[src/rtl/request_unit_gen_if.sv]
// Handshake bundle between a core's pipeline control and caches (master side)
// and the per-core request unit (slave side).
interface request_unit_gen_if #(
    parameter int unsigned CNT_W = 32
);
    // Core/cache side to request unit
    logic ihit;
    logic dhit;
    logic MemRead;
    logic MemWrite;
    logic is_halted;

    // Request unit to core/cache side
    logic imemREN;
    logic dmemREN;
    logic dmemWEN;
    logic halted;
    logic timeout;

    // Profiling counters
    logic [CNT_W-1:0] ihit_cnt;
    logic [CNT_W-1:0] dhit_cnt;
    logic [CNT_W-1:0] istall_cnt;
    logic [CNT_W-1:0] dstall_cnt;

    modport master (
        output ihit, dhit, MemRead, MemWrite, is_halted,
        input  imemREN, dmemREN, dmemWEN, halted, timeout,
        input  ihit_cnt, dhit_cnt, istall_cnt, dstall_cnt
    );

    modport slave (
        input  ihit, dhit, MemRead, MemWrite, is_halted,
        output imemREN, dmemREN, dmemWEN, halted, timeout,
        output ihit_cnt, dhit_cnt, istall_cnt, dstall_cnt
    );
endinterface

[src/rtl/request_unit_gen.sv]
// Per-core memory request unit: issues instruction/data requests, drains an
// outstanding data request before halting, flags stuck requests with a sticky
// watchdog and keeps saturating hit/stall counters for profiling.
// All outputs decode from registered state only.
module request_unit_gen #(
    parameter int unsigned CNT_W   = 32,
    parameter int unsigned TO_W    = 16,
    parameter int unsigned TIMEOUT = 1024
) (
    input logic               CLK,
    input logic               RST,
    request_unit_gen_if.slave ru
);

    typedef enum logic [1:0] {
        StIdle = 2'd0,
        StRun  = 2'd1,
        StDreq = 2'd2,
        StHalt = 2'd3
    } state_e;

    localparam logic [CNT_W-1:0] CntOne  = CNT_W'(1);
    localparam logic [TO_W-1:0]  WdOne   = TO_W'(1);
    localparam logic [TO_W-1:0]  WdLimit = TO_W'(TIMEOUT);

    state_e state_q, state_d;
    logic   is_write_q, is_write_d;      // latched type of the outstanding data request
    logic   halt_pend_q, halt_pend_d;    // halt seen while a data request was in flight

    logic [TO_W-1:0] wd_q, wd_d;
    logic            timeout_q, timeout_d;

    logic [CNT_W-1:0] ihit_cnt_q, ihit_cnt_d;
    logic [CNT_W-1:0] dhit_cnt_q, dhit_cnt_d;
    logic [CNT_W-1:0] istall_cnt_q, istall_cnt_d;
    logic [CNT_W-1:0] dstall_cnt_q, dstall_cnt_d;

    logic imem_ren;
    logic dmem_ren;
    logic dmem_wen;
    logic halted;

    logic in_dreq;
    logic i_acc;
    logic d_acc;
    logic any_req;

    // Saturating increment: holds at all-ones instead of wrapping.
    function automatic logic [CNT_W-1:0] sat_inc(input logic [CNT_W-1:0] v, input logic en);
        if (en && (v != '1)) begin
            return v + CntOne;
        end
        return v;
    endfunction

    // State and all registered bookkeeping; RST wins over every other update.
    always_ff @(posedge CLK) begin
        if (RST) begin
            state_q      <= StIdle;
            is_write_q   <= 1'b0;
            halt_pend_q  <= 1'b0;
            wd_q         <= '0;
            timeout_q    <= 1'b0;
            ihit_cnt_q   <= '0;
            dhit_cnt_q   <= '0;
            istall_cnt_q <= '0;
            dstall_cnt_q <= '0;
        end else begin
            state_q      <= state_d;
            is_write_q   <= is_write_d;
            halt_pend_q  <= halt_pend_d;
            wd_q         <= wd_d;
            timeout_q    <= timeout_d;
            ihit_cnt_q   <= ihit_cnt_d;
            dhit_cnt_q   <= dhit_cnt_d;
            istall_cnt_q <= istall_cnt_d;
            dstall_cnt_q <= dstall_cnt_d;
        end
    end

    // Next-state logic: request sequencing and drain-then-halt.
    always_comb begin
        state_d     = state_q;
        is_write_d  = is_write_q;
        halt_pend_d = halt_pend_q;
        unique case (state_q)
            StIdle: begin
                state_d = StRun;
            end
            StRun: begin
                // Store has priority over load when both are flagged.
                if (ru.MemWrite) begin
                    is_write_d = 1'b1;
                    state_d    = StDreq;
                end else if (ru.MemRead) begin
                    is_write_d = 1'b0;
                    state_d    = StDreq;
                end else if (ru.is_halted) begin
                    state_d = StHalt;
                end
            end
            StDreq: begin
                if (ru.is_halted) begin
                    halt_pend_d = 1'b1;
                end
                if (ru.dhit) begin
                    if (halt_pend_q || ru.is_halted) begin
                        state_d = StHalt;
                    end else begin
                        state_d     = StRun;
                        halt_pend_d = 1'b0;
                    end
                end
            end
            StHalt: begin
                state_d = StHalt;
            end
            default: begin
                state_d = StIdle;
            end
        endcase
    end

    // Output decode from registered state only.
    always_comb begin
        imem_ren = 1'b0;
        dmem_ren = 1'b0;
        dmem_wen = 1'b0;
        halted   = 1'b0;
        unique case (state_q)
            StRun: begin
                imem_ren = 1'b1;
            end
            StDreq: begin
                imem_ren = 1'b1;
                dmem_wen = is_write_q;
                dmem_ren = ~is_write_q;
            end
            StHalt: begin
                halted = 1'b1;
            end
            default: begin
            end
        endcase
    end

    // Accepted-hit and request-activity qualifiers shared by watchdog and counters.
    always_comb begin
        in_dreq = (state_q == StDreq);
        i_acc   = imem_ren & ru.ihit;
        d_acc   = in_dreq & ru.dhit;
        any_req = imem_ren | dmem_ren | dmem_wen;
    end

    // Watchdog: counts request cycles since the last accepted hit; timeout is sticky.
    always_comb begin
        wd_d = wd_q;
        if ((state_q == StIdle) || (state_q == StHalt) || i_acc || d_acc) begin
            wd_d = '0;
        end else if (any_req && (wd_q != '1)) begin
            wd_d = wd_q + WdOne;
        end
        // wd_d is zero whenever it was cleared, so only a counting edge can match.
        timeout_d = timeout_q | (wd_d == WdLimit);
    end

    // Profiling counters, each saturating.
    always_comb begin
        ihit_cnt_d   = sat_inc(ihit_cnt_q, i_acc);
        dhit_cnt_d   = sat_inc(dhit_cnt_q, d_acc);
        istall_cnt_d = sat_inc(istall_cnt_q, imem_ren & ~ru.ihit);
        dstall_cnt_d = sat_inc(dstall_cnt_q, in_dreq & ~ru.dhit);
    end

    assign ru.imemREN    = imem_ren;
    assign ru.dmemREN    = dmem_ren;
    assign ru.dmemWEN    = dmem_wen;
    assign ru.halted     = halted;
    assign ru.timeout    = timeout_q;
    assign ru.ihit_cnt   = ihit_cnt_q;
    assign ru.dhit_cnt   = dhit_cnt_q;
    assign ru.istall_cnt = istall_cnt_q;
    assign ru.dstall_cnt = dstall_cnt_q;

endmodule

[src/flat_wrapper.sv]
// flat-port wrapper written by rule: the top's interface ports become plain ports
module request_unit_gen_flat 
#(
    parameter int unsigned CNT_W   = 32,
    parameter int unsigned TO_W    = 16,
    parameter int unsigned TIMEOUT = 1024
)
  (CLK, RST, ru_ihit, ru_dhit, ru_MemRead, ru_MemWrite, ru_is_halted, ru_imemREN, ru_dmemREN, ru_dmemWEN, ru_halted, ru_timeout, ru_ihit_cnt, ru_dhit_cnt, ru_istall_cnt, ru_dstall_cnt);
  request_unit_gen_if #(.CNT_W(CNT_W)) ru_i ();
  input logic CLK;
  input logic RST;
  input wire logic [$bits(ru_i.ihit)-1:0] ru_ihit;
  input wire logic [$bits(ru_i.dhit)-1:0] ru_dhit;
  input wire logic [$bits(ru_i.MemRead)-1:0] ru_MemRead;
  input wire logic [$bits(ru_i.MemWrite)-1:0] ru_MemWrite;
  input wire logic [$bits(ru_i.is_halted)-1:0] ru_is_halted;
  output wire logic [$bits(ru_i.imemREN)-1:0] ru_imemREN;
  output wire logic [$bits(ru_i.dmemREN)-1:0] ru_dmemREN;
  output wire logic [$bits(ru_i.dmemWEN)-1:0] ru_dmemWEN;
  output wire logic [$bits(ru_i.halted)-1:0] ru_halted;
  output wire logic [$bits(ru_i.timeout)-1:0] ru_timeout;
  output wire logic [$bits(ru_i.ihit_cnt)-1:0] ru_ihit_cnt;
  output wire logic [$bits(ru_i.dhit_cnt)-1:0] ru_dhit_cnt;
  output wire logic [$bits(ru_i.istall_cnt)-1:0] ru_istall_cnt;
  output wire logic [$bits(ru_i.dstall_cnt)-1:0] ru_dstall_cnt;
  assign ru_i.ihit = ru_ihit;
  assign ru_i.dhit = ru_dhit;
  assign ru_i.MemRead = ru_MemRead;
  assign ru_i.MemWrite = ru_MemWrite;
  assign ru_i.is_halted = ru_is_halted;
  assign ru_imemREN = ru_i.imemREN;
  assign ru_dmemREN = ru_i.dmemREN;
  assign ru_dmemWEN = ru_i.dmemWEN;
  assign ru_halted = ru_i.halted;
  assign ru_timeout = ru_i.timeout;
  assign ru_ihit_cnt = ru_i.ihit_cnt;
  assign ru_dhit_cnt = ru_i.dhit_cnt;
  assign ru_istall_cnt = ru_i.istall_cnt;
  assign ru_dstall_cnt = ru_i.dstall_cnt;
  request_unit_gen #(.CNT_W(CNT_W), .TO_W(TO_W), .TIMEOUT(TIMEOUT)) u_core (.CLK(CLK), .RST(RST), .ru(ru_i));
endmodule
[config.mk]
export PLATFORM = sky130hd
export DESIGN_NAME = request_unit_gen_flat
export DESIGN_NICKNAME = d
export VERILOG_FILES = /design/src/rtl/request_unit_gen_if.sv /design/src/rtl/request_unit_gen.sv /design/src/flat_wrapper.sv
export SDC_FILE = /design/constraint.sdc
export NUM_CORES = 1
export LEC_CHECK = 0
export CAP_MARGIN = 30
export CORE_MARGIN = 4
export CORE_UTILIZATION = 45
export CTS_BUF_LIST = sky130_fd_sc_hd__clkbuf_16
export CTS_CLUSTER_DIAMETER = 60
export CTS_CLUSTER_SIZE = 8
export DETAILED_ROUTE_END_ITERATION = 16
export GPL_TIMING_DRIVEN = 1
export PLACE_DENSITY_LB_ADDON = 0.08
export SLEW_MARGIN = 20
export SYNTH_ARGS = -nofsm -noshare
export SYNTH_HDL_FRONTEND = slang
export SYNTH_SLANG_ARGS = --single-unit
[constraint.sdc]
create_clock -name CLK -period 2.4 [get_ports CLK]
set_clock_uncertainty 0.2 [all_clocks]
set_input_delay 0.72 -clock CLK [delete_from_list [all_inputs] [get_ports CLK]]
set_output_delay 0.72 -clock CLK [all_outputs]
set_load 0.1 [all_outputs]
# Word level (Yosys, flattened, before mapping)
# Index checks and enable logic that the tools add are counted.
# Widths: inputs -> output; s select.
[classes]
add_sub_neg = 5
n_eq_ne = 11
muxes = 25
bitwise_logic = 10
reduce_logical = 14
[op_table]
columns = ["op", "n"]
rows = [
  ["$add 32x1->32 const B", 4],
  ["$mux 32", 4],
  ["$ne 32x32->1 const B", 4],
  ["$mux 16", 2],
  ["$add 16x1->16 const B", 1],
  ["$eq 16x11->1 const B", 1],
  ["$ne 16x16->1 const B", 1],
  ["$mux 1", 13],
  ["$mux 2", 5],
  ["$pmux 2 s4", 1],
  ["$logic_and 1x1->1", 5],
  ["$and 1x1->1", 4],
  ["$eq 2x2->1 const B", 2],
  ["$logic_or 1x1->1", 4],
  ["$ne 4x4->1 const B", 1],
  ["$reduce_and 2->1", 2],
  ["$not 1->1", 3],
  ["$or 1x1->1", 3],
  ["$eq 2x1->1 const B", 1],
  ["$logic_not 2->1", 1],
  ["$ne 2x2->1 const B", 1],
  ["$reduce_bool 2->1", 1],
  ["$reduce_or 2->1", 1],
]
[word_totals]
ff_bits = 149
in_bits = 7
output_inout_bits = 133
word_cells = 74

# Depth between registers and ports, before layout
# Gate-level depths: netlist of the first run.
[logic_depth]
word_depth = 10
mapped_depth = 9
depth_no_buf = 8

# Worst setup path before layout of the first run
# OpenSTA, ideal clock, no wires.
[synth_timing]
kind = "reg2reg"
startpoint = "reg u_core.state_q[0]"
endpoint = "reg u_core.istall_cnt_q[23] (netlist: u_core.ru.istall_cnt[23])"
setup_ns = 0.070
arrival_time_ns = 2.838
t_required_ns = 2.130
slack_ns = -0.708
path_stages_with_launch = 10
n_path_buf = 2
period_less_slack_ns = 3.108
path_cell_list = "dfxtp_1 -> inv_1 -> ha_1 -> clkbuf_1 -> nor2b_1 -> nand2_1 -> or3_1 -> buf_6 -> or3_1 -> a21oi_1"
[synth_between]
elab_chain_cells = 6
elab_cells_between_ends = 7
classes_between = "eq/ne: 2; mux: 2; bitwise: 1; reduce/logical: 2"
[synth_rtl]
columns = ["element", "line_no", "rtl"]
rows = [
  ["start, declared", "request_unit_gen.sv:26", "state_e state_q, state_d;"],
  ["start signal, assigned", "request_unit_gen.sv:59", "state_q <= StIdle;"],
  ["start signal, assigned", "request_unit_gen.sv:69", "state_q <= state_d;"],
  ["$eq 2x1->1 or $eq 2x2->1 (tied branches)", "request_unit_gen.sv:130", "unique case (state_q)"],
  ["$reduce_or 2->1 (no line) (*)", "n/a", ""],
  ["$mux 1 (*)", "request_unit_gen.sv:130", ""],
  ["via ru_imemREN", "flat_wrapper.sv:17", "output wire logic [$bits(ru_i.imemREN)-1:0] ru_imemREN;"],
  ["$and 1x1->1 (*)", "request_unit_gen.sv:171", "istall_cnt_d = sat_inc(istall_cnt_q, imem_ren & ~ru.ihit);"],
  ["$logic_and 1x1->1 (*)", "request_unit_gen.sv:50", "if (en && (v != '1)) begin"],
  ["$mux 1 (*)", "request_unit_gen.sv:50", ""],
  ["end signal, assigned", "request_unit_gen.sv:76", "istall_cnt_q <= istall_cnt_d;"],
  ["end, declared", "request_unit_gen.sv:35", "logic [CNT_W-1:0] istall_cnt_q, istall_cnt_d;"],
]
# Mark *: on every way through the listed nets, which the timed path passes. The rest lies on a longest branch.
# A chain may end at the register's enable or synchronous reset.

# Final worst setup path of the first run
[layout_timing]
startpoint = "in ru_dhit"
endpoint = "reg u_core.dhit_cnt_q[16] (netlist: u_core.ru.dhit_cnt[16])"
[layout_between]
elab_chain_cells = 3
[layout_rtl]
columns = ["element", "line_no", "rtl"]
rows = [
  ["start, declared", "flat_wrapper.sv:13", "input wire logic [$bits(ru_i.dhit)-1:0] ru_dhit;"],
  ["$and 1x1->1", "request_unit_gen.sv:151", "d_acc = in_dreq & ru.dhit;"],
  ["$logic_and 1x1->1", "request_unit_gen.sv:50", ""],
  ["$mux 1", "request_unit_gen.sv:50", ""],
  ["end signal, assigned", "request_unit_gen.sv:75", "dhit_cnt_q <= dhit_cnt_d;"],
  ["end, declared", "request_unit_gen.sv:34", "logic [CNT_W-1:0] dhit_cnt_q, dhit_cnt_d;"],
]
# Every way passes these cells.

==> reports/qor.yml, run 1 <==
status: "finished clean"
nFillCells: 1172
async_reset_ff_share_pct: 0
final_nets: 1099
via_per_inst: 5.43
clk_latency_ps: 420
critPathRequiredTime_ps: 2530
critPathLaunchType: "input port"
p_sw_mw: 1.91
synthXorXnorAreaFrac_pct: 12.3
cts_root_buf: "clkbuf_16"
path_buf_inv: 1
die-height_um: 136
cts_sinks: 149
cpPeakStageDelay_ps: 500
drt_first_iter_violations: 584
n_antenna_cell: 0
placement.cell_area_sq_mm: 0.0111
row_count: 46
cts_tree: "yes"
p_seq_share_pct: 38.7
gp_congestion: 0.883
critical_path.slowest_cell: "clkdlybuf4s50_1"
track_usage_pct: 22.3
seq_area_frac_synth_pct: 40.3
dieArea_sq_mm: 0.0186
synth_top_family_by_area: "simple AND/OR/NAND/NOR gates"
synth.distinct_cells: 64
synthesis.area_sq_mm: 0.00740
use_met1_pct: 28.9
ys_top_cells_by_area: "dfxtp_1, xnor2_1, nor2_1"
place_inst: 1277
synth_adder_area_share_pct: 1.52
end_kind: "flop"
synth_compound_area_share_pct: 8.97
synthSimpleGateAreaFrac_pct: 33.5
grt_pass1_vias: 6942
overflow: 0
htreeDepth: 4
fin_area_sq_mm: 0.0119
boundaryPins: 140
fin_util_pct: 74.3
synth.avg_cell_area_sq_um: 8.37
grt_antenna_before_repair: 0
worst_pin_slew_ps: 528
detail-route-antenna-nets: 0
fin_crit_sh_pct: 97.5
timing.rr.start: "u_core.state_q[1]"
cp.arrival_ps: 2470
dp_hpwl_um: 14800
io_buffers: 139
synth-edff-count: 0
cts_buffer_depth: 2
syn_to_final_growth_pct: 60.6
yosysTopAreaCellShare_pct: 40.3
swShare_pct: 28.5
finalCriticalPeriod_ps: 2340
core_area_sq_mm: 0.0160
power_leakage_nw: 4.19
critPathMaxFanout: 8
wl_um: 20500
combinationalPowerShare_pct: 18.6
path_class: "input port to flop"
use_met2_pct: 36.6
hold_end: "u_core.halt_pend_q"
synth-seq-cells: 149
setup-tns-final_ps: 0
clk_pin_slew_worst_paths_ps: 60
die_w_um: 136
synth_nets: 901
clkPwrFrac_pct: 42.7
avgRoutedWirePerCell_um: 15.6
synthMuxAreaShare_pct: 0.558
cap_violations: 0
cell_internal_pwr_mw: 4.79
crit_top_cell: "or3_1"
ir_drop_v: 0.000585
whs_ps: 263
max_freq_mhz: 427
cellPowerDensity_mw_per_mm2: 563
drc: 0
path_delay_family: "simple AND/OR/NAND/NOR gates"
firstDrtPassIters: 5
maxSlewHeadroom_pct: 64.8
dp_slack_ps: -464
synth_ff_type: "dfxtp_1"
numCtsBuffers: 17
cts_hold_buf: 0
hold_viol: 0
rsz0062_at_grt: "yes"
vias: 7126
grt_max_degree: 110
yosysTopAreaCell: "dfxtp_1"
yosys_warnings: 0
crit_chain: "clkdlybuf4s50_1, nand2_1, or3_1, o21bai_4, or3_1, a21oi_1"
syn_inst: 885
worst_slack_ps: 58.9
fin_cells: 1312
initial_core_util_pct: 46.3
r2r-end: "u_core.ru.istall_cnt[29]"
layout-drive-gt1-share_pct: 37.7
min_path_cells: 2
global_route.peak_usage_layer: "met2"
hp-start: "u_core.halt_pend_q"
reg2reg_setup_slack_ps: 100
finalMaxSlewViolations: 0
grt_util_met3_pct: 5.48
setup_viol: 0
grt_pass1_wl_um: 33800
hp-class: "flop to flop"
cp-startpoint: "ru_dhit"
ff2ff_path_depth: 8
power.total_mw: 6.70
[layout make-up]
type | instances | area [sq um] | area share, %
timing repair buffer | 219 | 3350 | 28.2
multi-input combinational | 685 | 4330 | 36.4
clock inverter | 12 | 148 | 1.24
inverter | 11 | 41.3 | 0.347
clock buffer | 20 | 500 | 4.21
sequential | 149 | 3250 | 27.3
tap | 216 | 270 | 2.27
[routing by layer]
metal / wire, um / share of wire (%)
met1: 9040 / 44
met2: 9890 / 48
met3: 1100 / 5.4
met4: 444 / 2.2
met5: 0 / 0
[cells in the final DEF (no fill, tap or decap), types with 20 or more instances in the layout]
master,n
buf_12,135
nor2_1,127
dfxtp_2,90
buf_4,78
nand3_1,68
nand2_1,60
xnor2_1,59
xor2_1,45
nand4_1,40
dfxtp_4,40
a21oi_1,35
nor3_1,34
or3_1,25
o21ai_0,24
clkbuf_16,20
[kinds of logic (layout without fill, tap and decap cells)]
family          after synthesis  in the layout
fa+ha+maj                     9              9
compound gates               99             99
mux                           4              4
simple gates                469            469
flops                       149            149
buf+inv                      51            262
xor+xnor                    104            104
[sequential cells by signal, summed over array words and instances, names as in the netlist]
signal,flops
u_core.ru.istall_cnt,32
u_core.halt_pend_q,1
u_core.is_write_q,1
u_core.ru.dhit_cnt,32
u_core.ru.timeout,1
u_core.ru.ihit_cnt,32
u_core.ru.dstall_cnt,32
u_core.state_q,2
u_core.wd_q,16
[repair_timing]
| item | in CTS | in global routing |
|---|---|---|
| buffers inserted | 0 | 3 |
| endpoints found under the setup margin | 4 | 29 |
| resized for setup | 5 | 16 |
| pin swaps | 0 | 1 |
[power groups by stage]
stage          logic, mW  registers, mW  clock network, mW
4_1_cts             1.22           2.58               2.91
3_3_place_gp        1.19           2.63                  0
2_1_floorplan      0.595           2.82                  0
6_report            1.25           2.59               2.86
3_5_place_dp        1.20           2.63                  0
5_1_grt             1.32           2.60               3.02
[worst max-delay path by stage]
| stage | to | slack (ps) | depth (start not counted) |
|---|---|---|---|
| after floorplan | u_core.ru.istall_cnt[29] | -70 | 9 |
| after global placement | u_core.ru.istall_cnt[22] | -460 | 7 |
| after detailed placement | u_core.ru.istall_cnt[22] | -460 | 7 |
| after CTS | u_core.ru.istall_cnt[26] | -40 | 7 |
| after global routing | u_core.ru.timeout | -60 | 7 |
| final | u_core.ru.dhit_cnt[16] | 60 | 6 |
[synth_stat cells, types with 4 or more instances]
master and count:
nand2_1 61, nor2_1 127, o21ai_0 25, o31ai_1 7, nand4_1 40, and2_1 8
or3_1 26, a21oi_1 36, nor3_1 35, nand3_1 69, xor2_1 45, xnor2_1 59
and3_1 21, and4_1 16, clkbuf_1 32, inv_1 11, buf_2 5, nor4b_1 4
nor4_1 16, or4_1 8, a211oi_1 6, nor2b_1 8, nor3b_1 5, dfxtp_1 149
ha_1 9
[worst reg2reg max path: cells and delay by family, from the launching register on]
kind	cells	cell delay [ps]
AND/OR/NAND/NOR	4	920
buffers and inverters	2	220
AO/OA/AOI/OAI	1	140
flip-flops	1	380
adder cells (fa/ha/maj)	1	350
Note: power is estimated with default switching activity, not from simulation.
==> run 2, diff against run 1 <==
Settings changed: CELL_PAD_IN_SITES_DETAIL_PLACEMENT set to 0, CELL_PAD_IN_SITES_GLOBAL_PLACEMENT set to 1, CORE_UTILIZATION 45 to 35.
==> reports/qor.yml, run 2 (same netlist as run 1, synthesis figures left out) <==
htreeDepth: 4  # unchanged
finalMaxSlewViolations: 0  # unchanged
final_nets: 1116  # was 1099
cts_sinks: 149  # unchanged
clk_latency_ps: 420  # about the same
mostFrequentLayoutCell: "buf_12"  # unchanged
drc: 0  # unchanged
multi_input_area_sq_mm: 0.00432  # was 0.00433 sq mm
cp.arrival_ps: 1410  # was 2470 ps
min_path_cells: 2  # unchanged
clk_pin_slew_worst_paths_ps: 60  # about the same
wl_um: 21000  # was 20500 um
via_per_inst: 5.08  # was 5.43
boundaryPins: 140  # unchanged
die_w_um: 153  # was 136 um
final_cell_mix: "buf_12, nor2_1, buf_4"  # was buf_12, nor2_1, dfxtp_2
status: "finished clean"  # unchanged
setup-tns-final_ps: 0  # unchanged
setup_viol: 0  # unchanged
n_antenna_cell: 0  # unchanged
ir_drop_v: 0.000478  # was 0.000585 V
numCtsBuffers: 17  # unchanged
grt_max_degree: 107  # was 110
hp-class: "flop to flop"  # unchanged
cellPowerDensity_mw_per_mm2: 543  # was 563 mW/mm^2
fin_crit_sh_pct: 97.2  # was 97.5%
whs_ps: 270  # was 263 ps
initial_core_util_pct: 36.1  # was 46.3%
core_area_sq_mm: 0.0205  # was 0.0160 sq mm
end_kind: "output port"  # was flop
cpPeakStageDelay_ps: 350  # was 500 ps
max_freq_mhz: 429  # was 427 MHz
critical_path.slowest_cell: "dfxtp_2"  # was clkdlybuf4s50_1
rsz0062_at_grt: "yes"  # unchanged
maxSlewHeadroom_pct: 67.8  # was 64.8%
use_met1_pct: 24.1  # was 28.9%
worst_slack_ps: 68.1  # was 58.9 ps
cts_hold_buf: 0  # unchanged
use_met2_pct: 29.0  # was 36.6%
global_route.peak_usage_layer: "met2"  # unchanged
hold_viol: 0  # unchanged
die-height_um: 153  # was 136 um
cts_root_buf: "clkbuf_16"  # unchanged
overflow: 0  # unchanged
drt_first_iter_violations: 344  # was 584
fin_area_sq_mm: 0.0120  # was 0.0119 sq mm
ff2ff_path_depth: 8  # unchanged
avgRoutedWirePerCell_um: 15.2  # was 15.6 um
detail-route-antenna-nets: 0  # unchanged
cts_tree: "yes"  # unchanged
power.total_mw: 6.54  # was 6.70 mW
critPathRequiredTime_ps: 1480  # was 2530 ps
placement.cell_area_sq_mm: 0.0113  # was 0.0111 sq mm
power_leakage_nw: 4.27  # was 4.19 nW
critPathLaunchType: "flop"  # was input port
dp_slack_ps: -507  # was -464 ps
layout-drive-gt1-share_pct: 38.5  # was 37.7%
worst_pin_slew_ps: 483  # was 528 ps
crit_chain: "inv_4, ha_4, buf_6, and2_4, buf_12"  # was clkdlybuf4s50_1, nand2_1, or3_1, o21bai_4, or3_1, a21oi_1
path_class: "flop to output port"  # was input port to flop
finalCriticalPeriod_ps: 2330  # was 2340 ps
cts_buffer_depth: 2  # unchanged
nFillCells: 1809  # was 1172
firstDrtPassIters: 5  # unchanged
grt_pass1_vias: 6849  # was 6942
seqCellArea_sq_mm: 0.00324  # was 0.00325 sq mm
io_buffers: 139  # unchanged
critPathMaxFanout: 4  # was 8
dieArea_sq_mm: 0.0235  # was 0.0186 sq mm
vias: 7024  # was 7126
grt_antenna_before_repair: 1  # was 0
row_count: 52  # was 46
gp_congestion: 0.831  # was 0.883
syn_to_final_growth_pct: 62.7  # was 60.6%
grt_util_met3_pct: 4.27  # was 5.48%
grt_pass1_wl_um: 35300  # was 33800 um
track_usage_pct: 17.8  # was 22.3%
cap_violations: 0  # unchanged
dp_hpwl_um: 15500  # was 14800 um
[run 2: per-stage QoR]
| stage | std cells | util (%) |
|---|---|---|
| floorplan | 885 | - |
| global placement | 1349 | 55.3 |
| detailed placement | 1349 | 55.3 |
| CTS | 1381 | 58.5 |
| global route | 1383 | 58.8 |
| finish | 1383 | 58.8 |
[run 2: layout make-up]
class	instances	area share [%]
Inverter	11	0.364
Timing Repair Buffer	236	29.0
Sequential cell	149	26.9
Clock buffer	22	4.57
Clock inverter	10	0.499
Multi-Input combinational cell	685	35.8
Tap cell	270	2.81
[run 2: final timing paths]
check / from / endpoint / slack, ps
max reg2reg: u_core.state_q[1] / u_core.ru.timeout / 100
min reg2reg: u_core.halt_pend_q / u_core.halt_pend_q / 270
min: u_core.halt_pend_q / u_core.halt_pend_q / 270
max: u_core.state_q[0] / ru_dmemWEN / 70
[run 2: where the power goes]
group	total, mW	switching, mW	internal (mW)
Clock	2.70	1.07	1.63
Sequential	2.58	0.0863	2.49
Combinational	1.26	0.779	0.483
Total	6.54	1.94	4.61
[run 2: critical path, delay by kind of cell (launching register included)]
kind | cells | cell delay (ps)
buffers and inverters | 3 | 330
and+or+nand+nor | 1 | 160
adders and majority gates | 1 | 160
DFF | 1 | 350
[run 2: metal layers]
layer,wire [um],part of all wire [%],up-vias
met5,8,0.038,-
met2,9920,47,139
li1,-,-,3598
met4,140,0.67,2
met1,9990,48,3273
met3,896,4.3,12
[run 2: what timing repair did]
action,in CTS,in global routing
setup endpoints to repair,9,27
resized for setup,7,11
setup buffers,0,2
pin swaps,0,3
